## config.mk

```make
export PLATFORM = sky130hd
export DESIGN_NAME = sb_cache_arbiter
export DESIGN_NICKNAME = d
export VERILOG_FILES = /design/src/rtl/sb_cache_arbiter.sv
export SDC_FILE = /design/constraint.sdc
export NUM_CORES = 1
export LEC_CHECK = 0
export CAP_MARGIN = 20
export CORE_AREA = 2 2 39 41
export DETAILED_ROUTE_END_ITERATION = 8
export DIE_AREA = 0 0 41 43
export GPL_ROUTABILITY_DRIVEN = 0
export PLACE_DENSITY_LB_ADDON = 0.15
export SYNTH_ARGS = -nofsm -noshare
export SYNTH_HDL_FRONTEND = slang
export SYNTH_SLANG_ARGS = --single-unit
```

## constraint.sdc

```tcl
create_clock -name clk -period 2.4 [get_ports clk]
set_clock_uncertainty 0.1 [all_clocks]
set_input_delay 0.48 -clock clk [delete_from_list [all_inputs] [get_ports clk]]
set_output_delay 0.48 -clock clk [all_outputs]
set_load 0.03 [all_outputs]
```

## src/rtl/sb_cache_arbiter.sv

```systemverilog
// Arbiter for the single D-cache port: load path versus store buffer drain.
// Optional starvation guard enabled by defining SB_ARB_STARVE_GUARD_EN.
module sb_cache_arbiter #(
  parameter int SB_NLINES    = 4,
  parameter int CNT_W        = $clog2(SB_NLINES) + 1,
  parameter int STARVE_LIMIT = 8
) (
  input  logic             clk,
  input  logic             reset,
  input  logic [CNT_W-1:0] sb_count,
  input  logic             is_store,
  input  logic             ld_req,
  input  logic             flush,
  input  logic             cache_ack,
  output logic             cache_req,
  output logic             cache_we,
  output logic             ld_gnt,
  output logic             sb_pop,
  output logic             sb_stall,
  output logic             flush_done
);

  typedef enum logic [1:0] {
    IDLE  = 2'd0,
    LOAD  = 2'd1,
    DRAIN = 2'd2
  } state_t;

  localparam logic [CNT_W-1:0] SB_FULL = CNT_W'(SB_NLINES);

  state_t state_r;
  logic   cache_req_r;
  logic   cache_we_r;
  logic   flush_pend_r;
  logic   sb_nonempty_s;
  logic   sb_full_s;
  logic   starve_s;

  assign sb_nonempty_s = (sb_count != {CNT_W{1'b0}});
  assign sb_full_s     = (sb_count == SB_FULL);

  assign cache_req  = cache_req_r;
  assign cache_we   = cache_we_r;
  assign ld_gnt     = (state_r == LOAD)  & cache_ack;
  assign sb_pop     = (state_r == DRAIN) & cache_ack;
  assign flush_done = (state_r == IDLE)  & flush_pend_r & ~sb_nonempty_s;
  // Gated by reset so the stall also drops immediately while reset is held.
  assign sb_stall   = reset & is_store & sb_full_s & ~sb_pop;

`ifdef SB_ARB_STARVE_GUARD_EN
  localparam int SC_W = $clog2(STARVE_LIMIT + 1);
  localparam logic [SC_W-1:0] SC_MAX = SC_W'(STARVE_LIMIT);

  logic [SC_W-1:0] starve_cnt_r;

  assign starve_s = (starve_cnt_r == SC_MAX);

  // Consecutive-load counter; saturates so a forced drain stays requested.
  always_ff @(posedge clk or negedge reset) begin
    if (!reset) begin
      starve_cnt_r <= {SC_W{1'b0}};
    end else if (sb_pop || !sb_nonempty_s) begin
      starve_cnt_r <= {SC_W{1'b0}};
    end else if (ld_gnt && !starve_s) begin
      starve_cnt_r <= starve_cnt_r + {{(SC_W-1){1'b0}}, 1'b1};
    end else begin
      starve_cnt_r <= starve_cnt_r;
    end
  end
`else
  assign starve_s = 1'b0;
`endif

  // Port ownership FSM with registered request/write-enable and flush tracking.
  always_ff @(posedge clk or negedge reset) begin
    if (!reset) begin
      state_r      <= IDLE;
      cache_req_r  <= 1'b0;
      cache_we_r   <= 1'b0;
      flush_pend_r <= 1'b0;
    end else begin
      // A flush arriving while one is pending (or finishing) is absorbed.
      flush_pend_r <= flush_done ? 1'b0 : (flush_pend_r | flush);
      case (state_r)
        IDLE: begin
          if (flush_done) begin
            state_r     <= IDLE;
            cache_req_r <= 1'b0;
            cache_we_r  <= 1'b0;
          end else if (sb_nonempty_s && (sb_full_s || flush_pend_r || starve_s)) begin
            state_r     <= DRAIN;
            cache_req_r <= 1'b1;
            cache_we_r  <= 1'b1;
          end else if (ld_req) begin
            state_r     <= LOAD;
            cache_req_r <= 1'b1;
            cache_we_r  <= 1'b0;
          end else if (sb_nonempty_s) begin
            state_r     <= DRAIN;
            cache_req_r <= 1'b1;
            cache_we_r  <= 1'b1;
          end else begin
            state_r     <= IDLE;
            cache_req_r <= 1'b0;
            cache_we_r  <= 1'b0;
          end
        end
        LOAD, DRAIN: begin
          if (cache_ack) begin
            state_r     <= IDLE;
            cache_req_r <= 1'b0;
            cache_we_r  <= 1'b0;
          end else begin
            state_r     <= state_r;
            cache_req_r <= cache_req_r;
            cache_we_r  <= cache_we_r;
          end
        end
        default: begin
          state_r     <= IDLE;
          cache_req_r <= 1'b0;
          cache_we_r  <= 1'b0;
        end
      endcase
    end
  end

endmodule
```

Word-level counts from Yosys, hierarchy flattened
Cells that the tools add are included.
Word-level totals
  logic and storage cells: 40
  RAM bits: 0
  ROM bits: 0
  output and inout port bits: 6
  input port bits: 9
  memories: 0
  bits in latches: 0
  register bits after elaboration: 5
Cells by class
  $mul: 0
  mux-type cells: 17
  divide/modulo/power cells: 0
  add/subtract/negate cells: 0
  shifts and indexed selects: 0
  reductions and logical operators: 5
  bitwise operators: 10
  magnitude comparators: 0
  equal/unequal tests: 4
Operator list (number)
  2-to-1 mux 2 bit: 5
  2-to-1 mux 1 bit: 9
  bitwise AND 1 bit: 7
  case mux 1 bit (2 select lines): 2
  case mux 2 bit (2 select lines): 1
  equality test 3 bit (second input constant): 1
  nonzero test 3 bit: 1
  equality test 2 x 1 -> 1 bit (second input constant): 1
  equality test 2 bit (second input constant): 1
  logical NOT 2 bit: 1
  inequality test 2 bit (second input constant): 1
  NOT 1 bit: 2
  OR reduction 2 bit: 1
  logical AND 1 bit: 1
  logical OR 1 bit: 1
  OR 1 bit: 1

Longest topological paths before layout
Gate-level depths: netlist (run 1).
  word-level depth: 6
  depth in mapped cells: 5
  depth with buffers taken out: 5

Worst setup path before layout (run 1)
Ideal clock, no wire load.
  path kind: flip-flop to output port
  start point: register state_r[1]
  end point: output sb_stall
  buffers on the path: 0
  arrival: 1437 ps
  stages on the path, launching flop included: 4
  data required time: 1820 ps
  slack: 383 ps
  cell sequence: dfrtp_1 > ha_1 > and2_1 > and4b_1
Between the ends
  cells in the longest elaborated chain, start to end: 4
Ends and longest elaborated chain
  from (decl): line 31  | state_t state_r;
  from (signal assigned): line 114  | state_r <= state_r;
  equality test 2 bit: line 45  | assign sb_pop = (state_r == DRAIN) & cache_ack;
  bitwise AND 1 bit: line 45
  net sb_pop: line 18  | output logic sb_pop,
  NOT 1 bit: line 48  | assign sb_stall = reset & is_store & sb_full_s & ~sb_pop;
  bitwise AND 1 bit: line 48
  to (decl): line 19  | output logic sb_stall,
The timed path passes the listed nets, and every way through them passes these cells.

Worst setup path in the final report (run 1)
  start point: input sb_count[2]
  end point: output sb_stall
Between the ends
  cells in the longest elaborated chain, start to end: 3
Ends and longest elaborated chain
  from (decl): line 10  | input logic [CNT_W-1:0] sb_count,
  equality test 3 bit: line 40  | assign sb_full_s = (sb_count == SB_FULL);
  bitwise AND 1 bit (2 in a row): line 48
No other way between the ends.

==> out/metrics.cfg, run 1 <==
[status]
outcome = complete, no violations

[synth]
synth_area_leaders = dfrtp_1 (37%), ha_1 (14%), and2_1 (4.7%)
yosys.area_share.simple_pct = 30.8
syn_nets = 39
postSynthAreaPerCell_sq_um = 9.92
ys.flop_type = dfrtp_1
synth_enable_flop_cells = 0
ys_warn_count = 0
ys_seq_area_share_pct = 37.4
synth_mux_area_share_pct = 4.21
synth-adder-area-share_pct = 14.0
ys_types = 18
yosysMostFrequentCell = dfrtp_1
synthTopCellsByCount = dfrtp_1 (4), ha_1 (3), nor2_1 (3), and2_1 (2), inv_1 (2)
syn_inst = 27
async_flop_share_pct = 100
synth-compound-area-share_pct = 10.7
synth_xor_area_share_pct = 0
synth_top_area_cell = dfrtp_1
synth_top_family_by_area = simple AND/OR/NAND/NOR gates
synth-seq-cells = 4
yosysTopAreaCellShare_pct = 37.4
synth_area_sq_um = 268

[clock_network]
cts_sinks = 4
clk_pin_slew_ns = 0.04
cts_root_buf = clkbuf_4
postCtsSetupBuffers = 0
cts_buffers = 3
cts_max_level = 1
cts_tree = done
insertion_delay_ns = 0.24
postCtsResizedCells = 0
postCtsHoldBufs = 0
cts.path.max_buffers = 2

[die]
die_area_sq_um = 1760
die_h_microns = 43
ios = 15
die_w_microns = 41
coreArea_sq_um = 1380
rows = 14
start_util_pct = 19.3

[timing]
worst_hold_slack_ns = 0.403
drv_slew = 0
finalSetupViolCount = 0
fin_crit_sh_pct = 90.9
setup_tns_ns = 0
tightest_slew_ns = 0.307
fin_crit_ns = 2.18
rsz0062_at_grt = false
timing.final.hold_violations = 0
fmax_ghz = 0.458
maxSlewHeadroom_pct = 79.5

[global_routing]
grt_max_degree = 6
grt_pass1_vias = 273
antenna_found_initial = 0
grt_pass1_wl_mm = 1.02
track_usage_pct = 8.77
overflow = 0

[placed_design]
placed_area_sq_um = 425
io_buffers = 14
hpwl_microns = 477

[final_layout]
final_area_sq_um = 448
num-nets-final = 59
n_antenna_cell = 0
drive_above_1_share_pct = 26.7
fillCellCount = 153
syn2layout_area_growth_pct = 67.3

[pwr]
p_leak_nw = 0.198
peakVddDrop_uv = 405
power_density_nw_per_um2 = 880
pwr-share-seq_pct = 26.5
pwr-share-comb_pct = 51.5
pwr-share-clk_pct = 21.9
switching_share_pct = 38.7
p_int_mw = 0.241
p_sw_mw = 0.153

[drt]
wl_per_cell_microns = 9.39
ant_nets = 0
wl_microns = 573
routed_via_density = 4.28
dr.pass1.iters = 2
remaining_drc_errors = 0
num_vias = 261
drtIter0Drc = 2

[setup_path]
r2r_slack_ns = 0.87
r2r_start = state_r[1]$_DFFE_PN0P_
r2r_cells = 4
crit_start = sb_count[2]
worstPathMaxFanout = 2
critical_path_class = input pin to output port
timing.rr.end = cache_req$_DFFE_PN0P_
start_kind = input pin
cp.required_ns = 1.82
arrival_ns = 1.60
end_kind = output port

[hold_path]
hold_path.class = register to register
hold_start = flush_pend_r$_DFF_PN0_
worst_hold_path.endpoint = flush_pend_r$_DFF_PN0_
min_path_cells = 2

[run]
max_cap_violations = 0

[metal layers]
metal / wire, microns / vias up / GRT usage, %
met5: 0 / - / 0
met4: 18 / 0 / 6.00
met3: 63 / 2 / 3.14
met2: 218 / 14 / 10.9
met1: 273 / 113 / 12.1
li1: - / 132 / -
[worst max path at each step]
stage	slack, ns	endpoint
2_1_floorplan	0.38	sb_stall
3_3_place_gp	0.23	sb_stall
3_5_place_dp	0.19	sb_stall
4_1_cts	0.19	sb_stall
5_1_grt	0.16	sb_stall
6_report	0.22	sb_stall
[worst max-delay path, cell delays in order]
cell and delay [ns]:
clkdlybuf4s50_1 0.48, nor3b_1 0.25, and4b_1 0.23, buf_4 0.16
[flip-flops by register name, indices dropped and copies added (netlist names)]
register,flops
flush_pend_r,1
state_r,2
cache_req,1
[cell type report]
cell class	instances	area [sq um]	area share [%]
clock buffers	3	22.5	5.03
inverters	2	7.51	1.68
multi-input cells	21	160	35.8
flip-flops and latches	4	100	22.3
well taps	16	20.0	4.47
repair buffers	15	138	30.7
[per-stage QoR]
step	std cells	util, %	power (mW)	setup slack, ns
2_1_floorplan	27	-	0.229	0.383
3_3_place_gp	58	30.7	0.310	0.234
3_5_place_dp	58	30.7	0.311	0.193
4_1_cts	61	32.4	0.405	0.194
5_1_grt	61	32.4	0.429	0.159
6_report	61	32.4	0.394	0.218
[cells in the final DEF, fill, tap and decap left out, drive strengths merged, types with 2 or more instances in the layout]
master         Yosys  layout
ha                 3       3
nor3               2       2
inv                2       2
and2               2       2
dfrtp              4       4
nor2               3       3
clkbuf             0       3
buf                0       5
clkdlybuf4s50      0      10
[cell families after synthesis]
family,count (synthesis)
mux,1
compound gates,4
fa+ha+maj,3
simple gates,13
buf+inv,2
flops,4
[power by group through the flow]
stage,combinational (mW),clock [mW],sequential (mW)
after floorplan,0.0899,0,0.139
final,0.203,0.0864,0.105
after global placement,0.204,0,0.106
after global routing,0.226,0.0945,0.109
after CTS,0.207,0.0913,0.106
after detailed placement,0.204,0,0.107
Note: power is estimated with default switching activity, not from simulation.
==> run 2: changes to the inputs <==
--- a/config.mk
+++ b/config.mk
@@ -11,6 +11,7 @@
 export DIE_AREA = 0 0 41 43
 export GPL_ROUTABILITY_DRIVEN = 0
 export PLACE_DENSITY_LB_ADDON = 0.15
+export SLEW_MARGIN = 15
 export SYNTH_ARGS = -nofsm -noshare
 export SYNTH_HDL_FRONTEND = slang
 export SYNTH_SLANG_ARGS = --single-unit
==> constraint.sdc (replaced) <==
create_clock -name clk -period 2.4 [get_ports clk]
set_clock_uncertainty 0.1 [all_clocks]
set_input_delay 0.36 -clock clk [delete_from_list [all_inputs] [get_ports clk]]
set_output_delay 0.36 -clock clk [all_outputs]
set_load 0.03 [all_outputs]
==> run 2 against run 1 <==
Effect of this change:
- wire length fell by 0.35%
- clock-buffer cell count did not move
- largest cell class unchanged
- critical path type unchanged
- sequential power about the same
- critical endpoint is now sb_pop
==> out/metrics.cfg, run 2 (synthesized netlist as in run 1, its figures left out) <==
[clock_network]
clk_pin_slew_ns = 0.04
postCtsHoldBufs = 0
cts_buffers = 3
insertion_delay_ns = 0.24
cts_root_buf = clkbuf_4
postCtsResizedCells = 0
cts_tree = done
postCtsSetupBuffers = 0
cts_sinks = 4
cts_max_level = 1
cts.path.max_buffers = 2

[pwr]
p_int_mw = 0.242
finalPower_mw = 0.391
pwr-share-seq_pct = 26.7
peakVddDrop_uv = 326
pwr-share-comb_pct = 51.9
p_leak_nw = 0.190
power_density_nw_per_um2 = 878
switching_share_pct = 38.1
pwr-share-clk_pct = 21.4
p_sw_mw = 0.149

[drt]
wl_per_cell_microns = 9.52
remaining_drc_errors = 0
num_vias = 255
ant_nets = 0
drtIter0Drc = 0
routed_via_density = 4.25
dr.pass1.iters = 1
wl_microns = 571

[placed_design]
io_buffers = 14
place_ws_ns = 0.237
hpwl_microns = 488

[final_layout]
num-nets-final = 58
drive_above_1_share_pct = 20.5
seq_area_sq_um = 100
final_core_util_pct = 32.2
regMostFlops = state_r
multi_input_area_sq_um = 160
fillCellCount = 144
syn2layout_area_growth_pct = 66.4
final_common_cell = clkdlybuf4s50_1
n_antenna_cell = 0
final_cell_mix = clkdlybuf4s50_1 (12), dfrtp_1 (4), nor2_1 (3), ha_1 (3), clkbuf_4 (3)
largest_register_ffs = 2

[timing]
fmax_ghz = 0.465
tightest_slew_ns = 0.320
setup_tns_ns = 0
timing.final.hold_violations = 0
rsz0062_at_grt = false
fin_crit_ns = 2.15
drv_slew = 0
finalSetupViolCount = 0
maxSlewHeadroom_pct = 78.6
fin_crit_sh_pct = 89.7
worst_hold_slack_ns = 0.239
timing.final.ws_setup_ns = 0.248

[setup_path]
arrival_ns = 1.69
critical_path_class = input pin to output port
cpMostUsedCell = clkdlybuf4s50_1
end_kind = output port
worstPathMaxFanout = 3
cp.required_ns = 1.94
cp_cell_sequence = clkdlybuf4s50_1 > and2_1 > clkdlybuf4s50_1
slowest_delay_ns = 0.66
cp_slowest_cell = clkdlybuf4s50_1
start_kind = input pin

[die]
die_w_microns = 41
ios = 15
start_util_pct = 19.3
coreArea_sq_um = 1380
rows = 14
die_area_sq_um = 1760
die_h_microns = 43

[global_routing]
overflow = 0
track_usage_pct = 8.96
grt_pass1_wl_mm = 1.01
antenna_found_initial = 0
grt_pass1_vias = 252
grt_max_degree = 6

[run]
max_cap_violations = 0

[hold_path]
hold_path.class = input pin to asynchronous set/reset pin

[status]
outcome = complete, no violations

==> run 2: cell count changes in the layout (fill, tap and decap cells not counted) <==
cell / previous run / this run
buf_4: 5 / 2
clkdlybuf4s50_1: 10 / 12
==> run 2: final cells by class <==
class	count	share of cell area [%]
Tap cell	16	4.49
Multi-Input combinational cell	21	36.0
Clock buffer	3	5.06
Sequential cell	4	22.5
Timing Repair Buffer	14	30.3
Inverter	2	1.69
==> run 2: per-stage QoR <==
step                      area, sq um  std cells
after global routing              445         60
after global placement            423         57
after CTS                         445         60
after floorplan                   268         27
after detailed placement          423         57
final                             445         60
==> run 2: path summary, 6_finish.rpt <==
| path | from | to | slack (ns) | cells past startpoint |
|---|---|---|---|---|
| setup / recovery | cache_ack | sb_pop | 0.25 | 3 |
| hold / removal | reset | state_r[0]$_DFFE_PN0P_ | 0.24 | 1 |
| setup reg to reg | state_r[1]$_DFFE_PN0P_ | cache_req$_DFFE_PN0P_ | 0.89 | 4 |
| hold reg to reg | flush_pend_r$_DFF_PN0_ | flush_pend_r$_DFF_PN0_ | 0.40 | 2 |
| max in group asynchronous | reset | flush_pend_r$_DFF_PN0_ | 1.77 | 1 |
| min in group clk | flush_pend_r$_DFF_PN0_ | flush_pend_r$_DFF_PN0_ | 0.40 | 2 |
==> run 2: critical path: cells and delay by family <==
family / cells / cell delay (ns)
simple gates: 1 / 0.15
buf+inv: 2 / 1.18
==> run 2: power groups by stage <==
stage,Clock (mW),Combinational [mW],Sequential (mW)
detailed placement,0,0.206,0.106
CTS,0.0877,0.207,0.105
global route,0.0928,0.226,0.109
floorplan,0,0.0899,0.139
finish,0.0836,0.203,0.104
global placement,0,0.204,0.106
==> run 2: routing by layer <==
layer | vias to the layer above | track usage, % | routed length (microns)
met5 | - | 0 | 0
li1 | 129 | - | -
met1 | 112 | 10.1 | 238
met3 | 0 | 7.33 | 89
met2 | 14 | 11.9 | 243
met4 | 0 | 4.00 | 0
==> run 3: changes to the inputs <==
--- a/config.mk
+++ b/config.mk
@@ -6,9 +6,9 @@
 export NUM_CORES = 1
 export LEC_CHECK = 0
 export CAP_MARGIN = 20
-export CORE_AREA = 2 2 39 41
+export CORE_AREA = 3 3 40 42
 export DETAILED_ROUTE_END_ITERATION = 8
-export DIE_AREA = 0 0 41 43
+export DIE_AREA = 0 0 43 45
 export GPL_ROUTABILITY_DRIVEN = 0
 export PLACE_DENSITY_LB_ADDON = 0.15
 export SLEW_MARGIN = 15
==> run 3 against run 2 <==
Effect of this change:
- sequential share of layout area increased by 0.063 points
- register-to-register slack got worse by 0.02 ns
- combinational power about the same
- fmax up 0.20%
- worst hold slack gained 0.0051 ns
- critical path type unchanged
- clock power fell by 3.5%
- sequential power about the same
- setup slack better by 0.0043 ns
==> out/metrics.cfg, run 3 (synthesized netlist as in run 1, its figures left out) <==
[die]
ios = 15
die_w_microns = 43
die_area_sq_um = 1940
start_util_pct = 20.8
coreArea_sq_um = 1280
rows = 13
die_h_microns = 45

[final_layout]
drive_above_1_share_pct = 20.5
num-nets-final = 58
largest_register_ffs = 2
final_common_cell = clkdlybuf4s50_1
final_cell_mix = clkdlybuf4s50_1 (12), dfrtp_1 (4), nor2_1 (3), ha_1 (3), clkbuf_4 (3)
regMostFlops = state_r
syn2layout_area_growth_pct = 65.9
finalNonFillerCells = 59
n_antenna_cell = 0

[timing]
setup_tns_ns = 0
fin_crit_ns = 2.15
timing.final.hold_violations = 0
fmax_ghz = 0.466
fin_crit_sh_pct = 89.5
maxSlewHeadroom_pct = 79.4
drv_slew = 0
finalSetupViolCount = 0
tightest_slew_ns = 0.309
rsz0062_at_grt = false
worst_hold_slack_ns = 0.245

[global_routing]
grt_pass1_vias = 268
antenna_found_initial = 0
track_usage_pct = 7.69
grt_max_degree = 6
grt_pass1_wl_mm = 1.09
overflow = 0

[setup_path]
start_kind = input pin
end_kind = output port
cpMostUsedCell = clkdlybuf4s50_1
critical_path_class = input pin to output port
cp.required_ns = 1.94
cp_cell_sequence = clkdlybuf4s50_1 > and2_1 > clkdlybuf4s50_1
worstPathMaxFanout = 3
cp_slowest_cell = clkdlybuf4s50_1
r2r_start = state_r[1]$_DFFE_PN0P_
arrival_ns = 1.69
crit_start = cache_ack
slowest_delay_ns = 0.67

[placed_design]
dp.cells = 56
hpwl_microns = 511
io_buffers = 14

[drt]
routed_via_density = 4.36
remaining_drc_errors = 0
drtIter0Drc = 2
ant_nets = 0
wl_microns = 612
dr.pass1.iters = 4
num_vias = 257
wl_per_cell_microns = 10.4

[clock_network]
cts_tree = done
cts.path.max_buffers = 2
insertion_delay_ns = 0.23
cts_buffers = 3
cts_root_buf = clkbuf_4
postCtsResizedCells = 0
postCtsSetupBuffers = 0
cts_sinks = 4
postCtsHoldBufs = 0
cts_max_level = 1
clk_pin_slew_ns = 0.04

[pwr]
pwr-share-seq_pct = 27.1
switching_share_pct = 37.7
power_density_nw_per_um2 = 877
p_sw_mw = 0.147
p_leak_nw = 0.190
peakVddDrop_uv = 353
p_int_mw = 0.243
pwr-share-comb_pct = 52.2
pwr-share-clk_pct = 20.7

[status]
outcome = complete, no violations

[run]
max_cap_violations = 0

[hold_path]
hold_path.class = input pin to asynchronous set/reset pin

## run 3: cell counts in the layout (fill, tap and decap cells not counted)
Identical to the previous run, type by type.
## run 3: power by group through the flow
stage | Combinational [mW] | Clock (mW) | Sequential (mW)
after global routing | 0.222 | 0.0907 | 0.110
after floorplan | 0.0899 | 0 | 0.139
final | 0.203 | 0.0807 | 0.106
after CTS | 0.206 | 0.0861 | 0.106
after global placement | 0.205 | 0 | 0.106
after detailed placement | 0.204 | 0 | 0.107
## run 3: worst max-delay path, delay by kind of cell
family | cells | cell delay (ns)
buffers and inverters | 2 | 1.18
AND/OR/NAND/NOR | 1 | 0.15
## run 3: path summary, 6_finish.rpt
check / to / slack, ns / cells past startpoint
max in group asynchronous: state_r[0]$_DFFE_PN0P_ / 1.77 / 1
min: state_r[1]$_DFFE_PN0P_ / 0.24 / 1
min in group clk: flush_pend_r$_DFF_PN0_ / 0.40 / 2
max reg2reg: cache_req$_DFFE_PN0P_ / 0.87 / 4
min reg2reg: flush_pend_r$_DFF_PN0_ / 0.40 / 2
max: sb_pop / 0.25 / 3
## run 3: final cells by class
type	count	area, sq um
flip-flops and latches	4	100
inverters	2	7.51
fillers	140	841
clock buffers	3	22.5
repair buffers	14	135
multi-input cells	21	160
well taps	15	18.8
## run 3: metrics by stage
stage / worst slack (ns) / area, sq um / util (%) / power [mW]
after floorplan: 0.503 / 268 / - / 0.229
after global placement: 0.271 / 422 / 32.8 / 0.311
after detailed placement: 0.245 / 422 / 32.8 / 0.311
after CTS: 0.242 / 444 / 34.6 / 0.399
after global routing: 0.212 / 444 / 34.6 / 0.423
final: 0.252 / 444 / 34.6 / 0.390
## run 3: metal layers
metal  vias up  GRT usage, %  share of wire, %
li1        128             -                 -
met1       115          9.25                44
met2        12          11.4                43
met3         2          2.79                10
met4         0          5.42               2.8
met5         -             0                 0
